--- src/rtl/atm_timeout_pkg.sv ---
// ATM session timeout: shared phase codes, FSM encoding and
// reset-default timeout thresholds (in clock cycles).
package atm_timeout_pkg;

   typedef enum logic [1:0] {
      PH_NONE = 2'd0,
      PH_CARD = 2'd1,
      PH_PIN  = 2'd2,
      PH_CASH = 2'd3
   } phase_e;

   typedef enum logic [1:0] {
      ST_IDLE  = 2'd0,
      ST_ARMED = 2'd1,
      ST_FIRE  = 2'd2
   } state_e;

   localparam int unsigned THR_CARD_DEF = 30;
   localparam int unsigned THR_PIN_DEF  = 20;
   localparam int unsigned THR_CASH_DEF = 15;

endpackage

--- src/rtl/atm_timeout_ctrl_counter.sv ---
// Cycle counter with terminal compare for the timeout FSM.
// Ports: clk, rst (async, active-low), clear, enable, limit, hit.
import atm_timeout_pkg::*;

module timeout_counter #(
   parameter int CNT_W = 16
) (
   input  logic             clk,
   input  logic             rst,
   input  logic             clear,
   input  logic             enable,
   input  logic [CNT_W-1:0] limit,
   output logic             hit
);

   logic [CNT_W-1:0] count;

   always_ff @(posedge clk or negedge rst) begin
      if (!rst) begin
         count <= '0;
      end else if (clear) begin
         count <= '0;
      end else if (enable) begin
         count <= count + CNT_W'(1);
      end
   end

   // hit flags the last counting cycle; limit is never 0 while armed
   assign hit = (count == limit - CNT_W'(1));

endmodule

--- src/rtl/atm_timeout_ctrl.sv ---
// ATM per-phase inactivity timeout controller with programmable thresholds.
// Ports: clk, rst (async, active-low), start/phase_req (arm), activity,
//   cancel, cfg_wr/cfg_sel/cfg_data (threshold write), busy,
//   active_phase, expired (1-cycle pulse), expired_phase, remaining.
import atm_timeout_pkg::*;

module atm_timeout_ctrl #(
   parameter int CNT_W = 16
) (
   input  logic             clk,
   input  logic             rst,
   input  logic             start,
   input  logic [1:0]       phase_req,
   input  logic             activity,
   input  logic             cancel,
   input  logic             cfg_wr,
   input  logic [1:0]       cfg_sel,
   input  logic [CNT_W-1:0] cfg_data,
   output logic             busy,
   output logic [1:0]       active_phase,
   output logic             expired,
   output logic [1:0]       expired_phase,
   output logic [CNT_W-1:0] remaining
);

   state_e           state, state_n;
   logic [CNT_W-1:0] thr [3];
   logic [CNT_W-1:0] req_thr;
   logic [CNT_W-1:0] lim_q;
   logic             req_ok;
   logic             arm, restart, cnt_en, hit;
   logic             cnt_clr;

   always_comb begin
      req_thr = '0;
      unique case (phase_req)
         PH_CARD: req_thr = thr[0];
         PH_PIN:  req_thr = thr[1];
         PH_CASH: req_thr = thr[2];
         default: req_thr = '0;
      endcase
   end

   assign req_ok = (phase_req != PH_NONE) && (req_thr != '0);

   // cancel > start > activity > expiry
   always_comb begin
      state_n = state;
      arm     = 1'b0;
      restart = 1'b0;
      cnt_en  = 1'b0;
      unique case (state)
         ST_IDLE: begin
            if (!cancel && start && req_ok) begin
               state_n = ST_ARMED;
               arm     = 1'b1;
            end
         end
         ST_ARMED: begin
            if (cancel) begin
               state_n = ST_IDLE;
            end else if (start) begin
               if (req_ok) arm = 1'b1;
               else state_n = ST_IDLE;
            end else if (activity) begin
               restart = 1'b1;
            end else if (hit) begin
               state_n = ST_FIRE;
            end else begin
               cnt_en = 1'b1;
            end
         end
         ST_FIRE: state_n = ST_IDLE;
         default: state_n = ST_IDLE;
      endcase
   end

   assign cnt_clr = arm || restart || (state_n != ST_ARMED);

   timeout_counter #(.CNT_W(CNT_W)) u_cnt (
      .clk    (clk),
      .rst    (rst),
      .clear  (cnt_clr),
      .enable (cnt_en),
      .limit  (lim_q),
      .hit    (hit)
   );

   always_ff @(posedge clk or negedge rst) begin
      if (!rst) begin
         state         <= ST_IDLE;
         thr[0]        <= CNT_W'(THR_CARD_DEF);
         thr[1]        <= CNT_W'(THR_PIN_DEF);
         thr[2]        <= CNT_W'(THR_CASH_DEF);
         lim_q         <= '0;
         busy          <= 1'b0;
         active_phase  <= PH_NONE;
         remaining     <= '0;
         expired       <= 1'b0;
         expired_phase <= PH_NONE;
      end else begin
         state   <= state_n;
         busy    <= (state_n == ST_ARMED);
         expired <= (state_n == ST_FIRE);
         if (state_n == ST_FIRE) expired_phase <= active_phase;
         // remaining tracks lim_q - count without a subtractor
         if (state_n != ST_ARMED) begin
            active_phase <= PH_NONE;
            remaining    <= '0;
         end else if (arm) begin
            active_phase <= phase_req;
            lim_q        <= req_thr;
            remaining    <= req_thr;
         end else if (restart) begin
            remaining <= lim_q;
         end else if (cnt_en) begin
            remaining <= remaining - CNT_W'(1);
         end
         if (cfg_wr) begin
            unique case (cfg_sel)
               2'd1:    thr[0] <= cfg_data;
               2'd2:    thr[1] <= cfg_data;
               2'd3:    thr[2] <= cfg_data;
               default: ;
            endcase
         end
      end
   end

endmodule

--- config.mk ---
export PLATFORM = sky130hd
export DESIGN_NAME = atm_timeout_ctrl
export DESIGN_NICKNAME = d
export VERILOG_FILES = /design/src/rtl/atm_timeout_pkg.sv /design/src/rtl/atm_timeout_ctrl_counter.sv /design/src/rtl/atm_timeout_ctrl.sv
export SDC_FILE = /design/constraint.sdc
export NUM_CORES = 1
export LEC_CHECK = 0
export ABC_AREA = 1
export CORE_ASPECT_RATIO = 0.8
export CORE_UTILIZATION = 50
export DETAILED_ROUTE_END_ITERATION = 10
export HOLD_SLACK_MARGIN = 0.03
export PLACE_DENSITY = 0.74
export SLEW_MARGIN = 20
export SYNTH_ARGS = -nofsm -noshare
export SYNTH_HDL_FRONTEND = slang
export SYNTH_SLANG_ARGS = --single-unit
--- constraint.sdc ---
create_clock -name clk -period 2 [get_ports clk]
set_clock_uncertainty 0.2 [all_clocks]
set_input_delay 0.2 -clock clk [delete_from_list [all_inputs] [get_ports clk]]
set_output_delay 0.2 -clock clk [all_outputs]
set_load 0.05 [all_outputs]
==> flow_summary_export.csv, run 1 <==
group,metric,value,unit
yosys,synth_compound_area_share,7.243,%
critical_path,crit_required,2040,ps
critical_path,crit_type,"reg2reg",
timing,tns,-11620,ps
detailed_routing,wl_per_cell,15.65,um
timing,max_freq,424.9,MHz
critical_path,worstPathArrival,2390,ps
grt,grt_overflow,0,
pwr,intPower,0.004238,W
pwr,p_sw,0.002123,W
yosys,ys_warn_count,0,
floorplan,fp-row-count,33,
critical_path,r2r_cells,14,
timing,period_minus_slack,2354,ps
final_layout,final_common_cell,"nand2_1",
timing,fin_crit_sh,117.7,%
critical_path,r2r_slack,-350,ps
yosys,netlist.area_leader.share,42.69,%
timing,tightest_slew,525.2,ps
grt,antenna_found_initial,0,
yosys,yosysTopAreaCell,"dfrtp_1",
critical_path,endpoint,"remaining[3]",
clock_network,clock-root-buffer,"clkbuf_16",
place,io_buffers,47,
floorplan,num_io_pins,48,
detailed_routing,antenna_left,0,
yosys,synth_seq_cells,104,
yosys,synth-xor-area-share,5.404,%
final_layout,final_nets,887,
yosys,synth_area_leaders,"dfrtp_1, nand2_1, o21ai_0",
final_layout,antenna_cells,0,
detailed_routing,drc,0,
flow_run,cap_violations,0,
timing,setup_viol,40,
grt,grt_usage,29.06,%
place,globalplace.congestion,0.9034,
clock_network,cts_made_buffers,9,
pwr,ir_worst_vdd,0.4719,mV
pwr,netSwitchingFraction,33.37,%
yosys,synthAdderAreaFrac,0.6812,%
detailed_routing,firstDrtPassIters,5,
detailed_routing,routed_wl,15.69,mm
place,dp_hpwl,11.08,mm
timing,rsz0062_at_grt,"true",
worst_hold_path,hp-class,"in2reg",
grt,grt_pass1_vias,5154,
pwr,clock_power_share,28.3,%
yosys,synth_top_family_by_area,"simple AND/OR/NAND/NOR gates",
pwr,pwr-share-comb,30.6,%
yosys,avgSynthCellArea,7.528,sq um
timing,holdWs,111.4,ps
grt,grt_max_degree,55,
clock_network,clkTransAtPathRegs,70,ps
final_layout,drive_gt1_share,20.05,%
critical_path,reg2reg_to,"remaining[3]",
yosys,synth_nets,761,
yosys,netlist_area,5510,sq um
floorplan,die_w,119.4,um
detailed_routing,drt_iter0_drc,479,
detailed_routing,vias,5367,
clock_network,clk_latency,360,ps
timing,hold_viol_final,0,
clock_network,clockBufferDepth,2,
final_layout,mostFrequentLayoutCells,"nand2_1, buf_4, dfrtp_1, o21ai_0, nor2_1",
final_layout,fin_util,69.35,%
floorplan,core-area,10490,sq um
yosys,ys_seq_area_share,47.46,%
pwr,p_total,0.006361,W
yosys,netlist_instances,732,
critical_path,end_kind,"register",
critical_path,timing.critical_path.from,"lim_q[4]",
grt,grt_pass1_wl,25.44,mm
floorplan,chipHeight,95.90,um
timing,slew_headroom,64.99,%
floorplan,die_area,11450,sq um
final_layout,area_growth,31.99,%
yosys,synth.distinct_cells,27,
timing,fin_ws,-353.6,ps
pwr,p_per_area,874.5,nW/um^2
critical_path,crit_fanout,17,
pwr,seqPwrFrac,41.1,%
critical_path,worstSetupStartpointType,"register",
run_status,violations,"setup timing",
pwr,p_leak,3.797,nW
clock_network,cts_sinks,104,
yosys,synth.area.mux_share,0,%
clock_network,cts.htree.levels,3,
critical_path,r2r_start,"lim_q[4]",
clock_network,cts_tree,"built",
detailed_routing,via_per_inst,5.351,
yosys,synth-simple-area-share,32.08,%
floorplan,start_util,52.54,%
run_status,status,"finished, violations left",
timing,maxSlewViolCount,0,
-- power groups by stage --
stage	clock network (W)	registers (W)	logic [W]
after floorplan	0	0.00268	0.00101
after global placement	0	0.00263	0.00180
after detailed placement	0	0.00263	0.00187
after CTS	0.00181	0.00260	0.00190
after global routing	0.00189	0.00264	0.00216
final	0.00180	0.00261	0.00195
-- kinds of logic (layout without fill, tap and decap cells) --
group,count (synthesis),after routing
adders and majority gates,3,3
AOI/OAI and AO/OA,78,78
xor gates and xnor gates,34,34
DFF,104,104
and+or+nand+nor,418,418
buffers and inverters,95,226
-- sequential cells by signal, indices dropped and copies added (netlist names) --
signal	flops
expired_phase	2
state	2
busy	1
active_phase	2
u_cnt.count	16
remaining	16
lim_q	16
thr	48
expired	1
-- metal layers --
layer  GRT usage [%]  routed length, um  vias to the layer above
met2           46.80               7142                      200
met1           40.02               7271                     2558
li1                -                  -                     2584
met4           9.688                248                        0
met3           5.332               1032                       25
met5               0                  0                        -
-- worst max-delay path, stage by stage (launching register included) --
cell     delay, ps
dfrtp_2        470
inv_1          130
nand2_1        140
nor2_2         210
nand3_1        100
nand2_1         80
nand2_1         50
inv_1           50
nand2_1         90
nor3_2         150
nand3_2        130
buf_12         180
buf_12         140
nand3_2         60
nand2_1         60
-- cell usage after synthesis, drive strengths merged --
library cell and instances:
ha 3, inv 68, nand2 250, nand3 62, nand3b 2, or2 1
dfstp 10, nand4 21, xnor2 10, xor2 24, a221oi 2, buf 11
dfrtp 94, a31oi 1, clkbuf 16, nor3 7, nor2 71, nor4 4
a21oi 5, o21ai 70
-- worst min path at each step --
| stage | cells after the start | end | slack (ps) | startpoint |
|---|---|---|---|---|
| 2_1_floorplan | 0 | active_phase[0] | -300 | rst |
| 3_3_place_gp | 1 | lim_q[3] | -3 | rst |
| 3_5_place_dp | 1 | lim_q[3] | 10 | rst |
| 4_1_cts | 2 | lim_q[3] | 180 | rst |
| 5_1_grt | 4 | active_phase[1] | 130 | phase_req[1] |
| 6_report | 4 | active_phase[1] | 110 | phase_req[1] |
-- through the flow --
stage,area [sq um],worst slack [ps],std cells
final,7273,-353.6,1003
after global placement,6818,-349.8,983
after detailed placement,6818,-415.5,983
after floorplan,5570,-5.915,732
after global routing,7273,-487.3,1003
after CTS,7156,-350.3,1000
-- cell type report --
type / instances / area (sq um)
Clock buffer: 13 / 260.3
Clock inverter: 3 / 40.04
Sequential cell: 104 / 2623
Tap cell: 140 / 175.2
Multi-Input combinational cell: 533 / 2644
Timing Repair Buffer: 142 / 1274
Fill cell: 852 / 3214
Inverter: 68 / 257.7
-- timing repair --
| item | CTS | global route |
|---|---|---|
| cloned | 0 | 1 |
| pin swaps | 3 | 2 |
| buffers inserted | 0 | 2 |
| hold buffers | 1 | 0 |
| endpoints found under the setup margin | 60 | 62 |
| gates resized for setup | 18 | 27 |
| hold endpoints to repair | 37 | 0 |
Power figures use the tool's default switching activity.
==> inputs of run 2 (changes only) <==
SKIP_CTS_REPAIR_TIMING = 1   (was unset)
==> run 2 against run 1 <==
  * The run still ends with setup timing left
  * Maximum frequency decreased by 0.45%
  * Global-route usage about the same
  * Via count increased by 0.34%
  * Clock power about the same
  * Sequential power about the same
  * Register-to-register slack about the same
  * Setup slack got worse by 11 ps
  * Clock-buffer cell count unchanged
  * Non-clock buffer count unchanged
  * Largest cell class unchanged
  * Largest power group unchanged
==> flow_summary_export.csv, run 2 (synthesis gave the netlist of run 1 again) <==
group,metric,value,unit
detailed_routing,firstDrtPassIters,5,
final_layout,mostFrequentLayoutCells,"nand2_1, buf_4, dfrtp_1, o21ai_0, nor2_1",
pwr,pwr-share-comb,30.7,%
timing,slew_headroom,64.55,%
detailed_routing,vias,5385,
place,globalplace.congestion,0.9034,
grt,grt_overflow,0,
critical_path,path_delay_family,"simple AND/OR/NAND/NOR gates",
detailed_routing,via_per_inst,5.369,
pwr,seqPwrFrac,41.2,%
floorplan,core-area,10490,sq um
floorplan,die_area,11450,sq um
clock_network,clk_latency,350,ps
timing,setup_viol,40,
critical_path,end_kind,"register",
detailed_routing,wl_per_cell,15.64,um
critical_path,cp_common_cell,"nand2_1",
place,dp_hpwl,11.08,mm
grt,grt_pass1_vias,5166,
clock_network,clock-root-buffer,"clkbuf_16",
grt,grt_max_degree,55,
clock_network,cts.htree.levels,3,
timing,fin_crit_sh,118.2,%
critical_path,path_buf_inv,3,
grt,grt_pass1_wl,25.46,mm
timing,tightest_slew,531.8,ps
final_layout,antenna_cells,0,
critical_path,timing.critical_path.from,"lim_q[0]",
critical_path,reg2reg_to,"remaining[3]",
detailed_routing,antenna_left,0,
final_layout,final_nets,887,
timing,fin_ws,-364.2,ps
clock_network,cts_made_buffers,9,
clock_network,cts_tree,"built",
pwr,p_sw,0.002115,W
pwr,intPower,0.004243,W
clock_network,clkTransAtPathRegs,70,ps
critical_path,cp_cell_sequence,"inv_2, ha_4, nand2_4, nor2_2, nand2_1, nand2_1, nand2_1, nor2_1, nand2_1, nor3_2, nand3_2, buf_12, buf_12, nand3_2, nand2_1",
grt,grt_usage,29.04,%
floorplan,num_io_pins,48,
pwr,netSwitchingFraction,33.27,%
critical_path,crit_fanout,17,
critical_path,crit_type,"reg2reg",
critical_path,cpPeakStageDelay,430,ps
critical_path,worstPathArrival,2400,ps
clock_network,clockBufferDepth,2,
detailed_routing,drt_iter0_drc,415,
timing,rsz0062_at_grt,"true",
final_layout,largest_reg_flops,48,
floorplan,die_w,119.4,um
timing,hold_viol_final,0,
detailed_routing,drc,0,
worst_hold_path,hold_depth,4,
timing,max_freq,423.0,MHz
pwr,ir_worst_vdd,0.4707,mV
floorplan,fp-row-count,33,
critical_path,worstSetupStartpointType,"register",
clock_network,cts_sinks,104,
final_layout,area_growth,32.31,%
pwr,p_leak,3.853,nW
final_layout,top_register,"thr",
critical_path,crit_slowest_cell,"dfrtp_1",
run_status,violations,"setup timing",
worst_hold_path,min_to,"active_phase[1]",
floorplan,start_util,52.54,%
floorplan,chipHeight,95.90,um
pwr,clock_power_share,28.1,%
timing,period_minus_slack,2364,ps
flow_run,cap_violations,0,
final_layout,final_common_cell,"nand2_1",
final_layout,drive_gt1_share,20.05,%
grt,antenna_found_initial,0,
run_status,status,"finished, violations left",
place,dp_worst_setup_slack,-415.5,ps
critical_path,r2r_cells,15,
pwr,p_per_area,872.1,nW/um^2
worst_hold_path,hp-class,"in2reg",
critical_path,r2r_start,"lim_q[0]",
worst_hold_path,hold_start,"phase_req[1]",
detailed_routing,routed_wl,15.69,mm
critical_path,crit_required,2040,ps
critical_path,r2r_slack,-360,ps
place,io_buffers,47,
timing,tns,-12250,ps
timing,maxSlewViolCount,0,
[run 2: changes by cell type in the layout (fill, tap and decap cells not counted)]
| cell | change |
|---|---|
| dfrtp_1 | -1 |
| dfrtp_2 | +1 |
| dlygate4sd2_1 | -5 |
| dlymetal6s2s_1 | +5 |
| nand3_1 | +2 |
| nand3_2 | -2 |
| nor2_1 | -1 |
| nor2_4 | +1 |
[run 2: power by group through the flow]
stage                     sequential (W)  clock, W  combinational (W)
after floorplan                  0.00268         0            0.00101
after detailed placement         0.00263         0            0.00187
after global routing             0.00264   0.00189            0.00216
after CTS                        0.00260   0.00181            0.00189
after global placement           0.00263         0            0.00180
final                            0.00262   0.00179            0.00195
[run 2: metrics by stage]
stage          power, W  instance area [sq um]  instances  utilization [%]  hold WS [ps]
6_report       0.006358                   7291       1003            69.52         113.6
5_1_grt        0.006694                   7291       1003            69.52         133.6
4_1_cts        0.006299                   7118        999            67.87        -361.6
3_5_place_dp   0.004496                   6818        983            65.01         10.25
3_3_place_gp   0.004429                   6818        983            65.01        -2.668
2_1_floorplan  0.003696                   5570        732                -        -295.6
[run 2: worst max path at each step]
stage                  endpoint  cells after the start
3_5_place_dp           lim_q[3]                     14
3_3_place_gp      remaining[14]                     12
5_1_grt            remaining[3]                     15
2_1_floorplan  expired_phase[0]                     14
4_1_cts        expired_phase[1]                     14
6_report           remaining[3]                     15
[run 2: worst min-delay path, stage by stage]
cell	delay [ps]
dlymetal6s2s_1	140
buf_4	140
nand4_1	80
nand2_1	80
[run 2: metal layers]
metal  GRT usage (%)  vias to the layer above  share of wire [%]
met5               0                        -                  0
met4           9.583                        0                1.6
met3           5.332                       24                7.1
met2           46.61                      198                 45
met1           40.14                     2576                 46
li1                -                     2587                  -
[run 2: area by class of cell]
cell class | count | area [sq um]
fill | 847 | 3197
inverter | 68 | 257.7
clock buffer | 13 | 260.3
sequential | 104 | 2624
multi-input combinational | 533 | 2641
tap | 140 | 175.2
timing repair buffer | 142 | 1292
clock inverter | 3 | 40.04
==> inputs of run 3 (changes only) <==
CORE_ASPECT_RATIO = 1.25   (was 0.8)
==> run 3 against run 2 <==
  * Critical path depth down 4
  * Power down 0.84%
  * Sequential cell count unchanged
  * Sequential power down 2%
  * The flow still finishes with violations (setup timing)
  * Highest routed layer unchanged
  * Clock-buffer cell count down 4
  * Via count down 4.3%
  * Combinational power down 3%
  * Largest cell class is now sequential cells
==> flow_summary_export.csv, run 3 (synthesis gave the netlist of run 1 again) <==
group,metric,value,unit
floorplan,die_w,95.90,um
final_layout,area_growth,29.25,%
timing,period_minus_slack,2224,ps
pwr,p_per_area,885.3,nW/um^2
final_layout,fillCellCount,908,
timing,tns,-6019,ps
clock_network,clockBufferDepth,2,
critical_path,cp_cell_sequence,"inv_2, nand3_2, nor2_2, nand2_1, nor2_1, xor2_1, nor2_1, nand3_2, buf_12, nand3_4, nor2_1",
floorplan,num_io_pins,48,
grt,grt_pass1_wl,23.23,mm
grt,grt_pass1_vias,5116,
pwr,seqPwrFrac,41.0,%
detailed_routing,drt_iter0_drc,307,
final_layout,drive_gt1_share,18.54,%
place,globalplace.congestion,0.8691,
final_layout,largest_reg_flops,48,
run_status,violations,"setup timing",
timing,slew_headroom,62.43,%
critical_path,worstPathArrival,2300,ps
run_status,status,"finished, violations left",
critical_path,path_buf_inv,2,
grt,grt_usage,26.14,%
detailed_routing,firstDrtPassIters,5,
timing,max_freq,449.7,MHz
clock_network,clkTransAtPathRegs,70,ps
floorplan,start_util,51.65,%
floorplan,die_area,11450,sq um
clock_network,cts_sinks,104,
pwr,p_sw,0.002115,W
final_layout,antenna_cells,0,
final_layout,final_nets,876,
detailed_routing,wl_per_cell,14.33,um
detailed_routing,vias,5156,
clock_network,cts.htree.levels,3,
pwr,ir_worst_vdd,0.5427,mV
detailed_routing,drc,0,
place,dp_hpwl,10.17,mm
critical_path,crit_type,"reg2reg",
timing,tightest_slew,563.5,ps
detailed_routing,wl_met2,7.558,mm
timing,fin_crit_sh,111.2,%
clock_network,cts_made_buffers,9,
detailed_routing,wl_met3,437,um
timing,maxSlewViolCount,0,
timing,hold_viol_final,0,
critical_path,worstSetupStartpointType,"register",
critical_path,end_kind,"register",
timing,holdWs,4.407,ps
critical_path,path_delay_family,"simple AND/OR/NAND/NOR gates",
pwr,clock_power_share,29.1,%
grt,grt_overflow,0,
detailed_routing,routed_wl,14.10,mm
place,placed_cells_incl_taps,965,
pwr,p_leak,3.657,nW
timing,rsz0062_at_grt,"true",
place,io_buffers,47,
floorplan,fp-row-count,42,
detailed_routing,dr.max_layer_used,"met4",
final_layout,fin_cells,984,
final_layout,final_common_cell,"nand2_1",
worst_hold_path,hp-class,"in2reg",
critical_path,cpPeakStageDelay,400,ps
flow_run,cap_violations,0,
clock_network,clock-root-buffer,"clkbuf_16",
critical_path,crit_required,2070,ps
floorplan,core-area,10670,sq um
detailed_routing,met1_length,5.843,mm
detailed_routing,via_per_inst,5.240,
critical_path,crit_fanout,16,
timing,setup_viol,40,
pwr,netSwitchingFraction,33.55,%
clock_network,clk_latency,350,ps
final_layout,fin_util,66.76,%
critical_path,crit_slowest_cell,"dfrtp_1",
pwr,intPower,0.004189,W
critical_path,cp_common_cell,"nor2_1",
clock_network,cts_tree,"built",
grt,grt_max_degree,39,
pwr,pwr-share-comb,29.9,%
timing,fin_ws,-223.5,ps
floorplan,chipHeight,119.4,um
grt,antenna_found_initial,0,
final_layout,mostFrequentLayoutCells,"nand2_1, dfrtp_1, buf_4, o21ai_0, inv_1",
final_layout,top_register,"thr",
detailed_routing,antenna_left,0,
## run 3: final cells by class
| class | instances | area [sq um] | area share (%) |
|---|---|---|---|
| clock inverters | 7 | 85.08 | 1.195 |
| flip-flops and latches | 104 | 2621 | 36.81 |
| clock buffers | 9 | 225.2 | 3.162 |
| repair buffers | 130 | 1147 | 16.11 |
| inverters | 68 | 260.3 | 3.654 |
| well taps | 132 | 165.2 | 2.319 |
| multi-input cells | 534 | 2618 | 36.75 |
## run 3: path summary, 6_finish.rpt
check                      depth (start not counted)  slack (ps)          from               to
max                                               11        -220      lim_q[0]  u_cnt.count[15]
min reg2reg                                        1         270      state[1]             busy
max in group asynchronous                          3         710           rst        lim_q[10]
min                                                3           4  phase_req[0]  active_phase[0]
max reg2reg                                       11        -220      lim_q[0]  u_cnt.count[15]
min in group asynchronous                          2         180           rst   u_cnt.count[2]
## run 3: through the flow
step           cell area [sq um]  total power [W]  worst slack, ps
2_1_floorplan               5570         0.003696           -5.915
6_report                    7122         0.006305           -223.5
4_1_cts                     7015         0.006273           -385.7
5_1_grt                     7122         0.006668           -371.3
3_5_place_dp                6705         0.004443           -427.9
3_3_place_gp                6705         0.004390           -311.3
## run 3: metal layers
| metal | GRT usage, % | up-vias |
|---|---|---|
| met5 | 0 | - |
| met4 | 8.116 | 0 |
| met3 | 4.406 | 20 |
| met2 | 46.43 | 88 |
| met1 | 31.69 | 2471 |
| li1 | - | 2577 |
## run 3: power by group through the flow
stage | sequential, W | clock (W) | combinational (W)
2_1_floorplan | 0.00268 | 0 | 0.00101
3_3_place_gp | 0.00260 | 0 | 0.00179
3_5_place_dp | 0.00261 | 0 | 0.00183
4_1_cts | 0.00257 | 0.00186 | 0.00185
5_1_grt | 0.00261 | 0.00194 | 0.00212
6_report | 0.00258 | 0.00183 | 0.00189
## run 3: worst reg2reg max path, cell delays in order (launching register included)
cell and delay (ps):
dfrtp_1 400, inv_2 110, nand3_2 140, nor2_2 190, nand2_1 100, nor2_1 130, xor2_1 220, nor2_1 80
nand3_2 110, buf_12 170, nand3_4 160, nor2_1 150
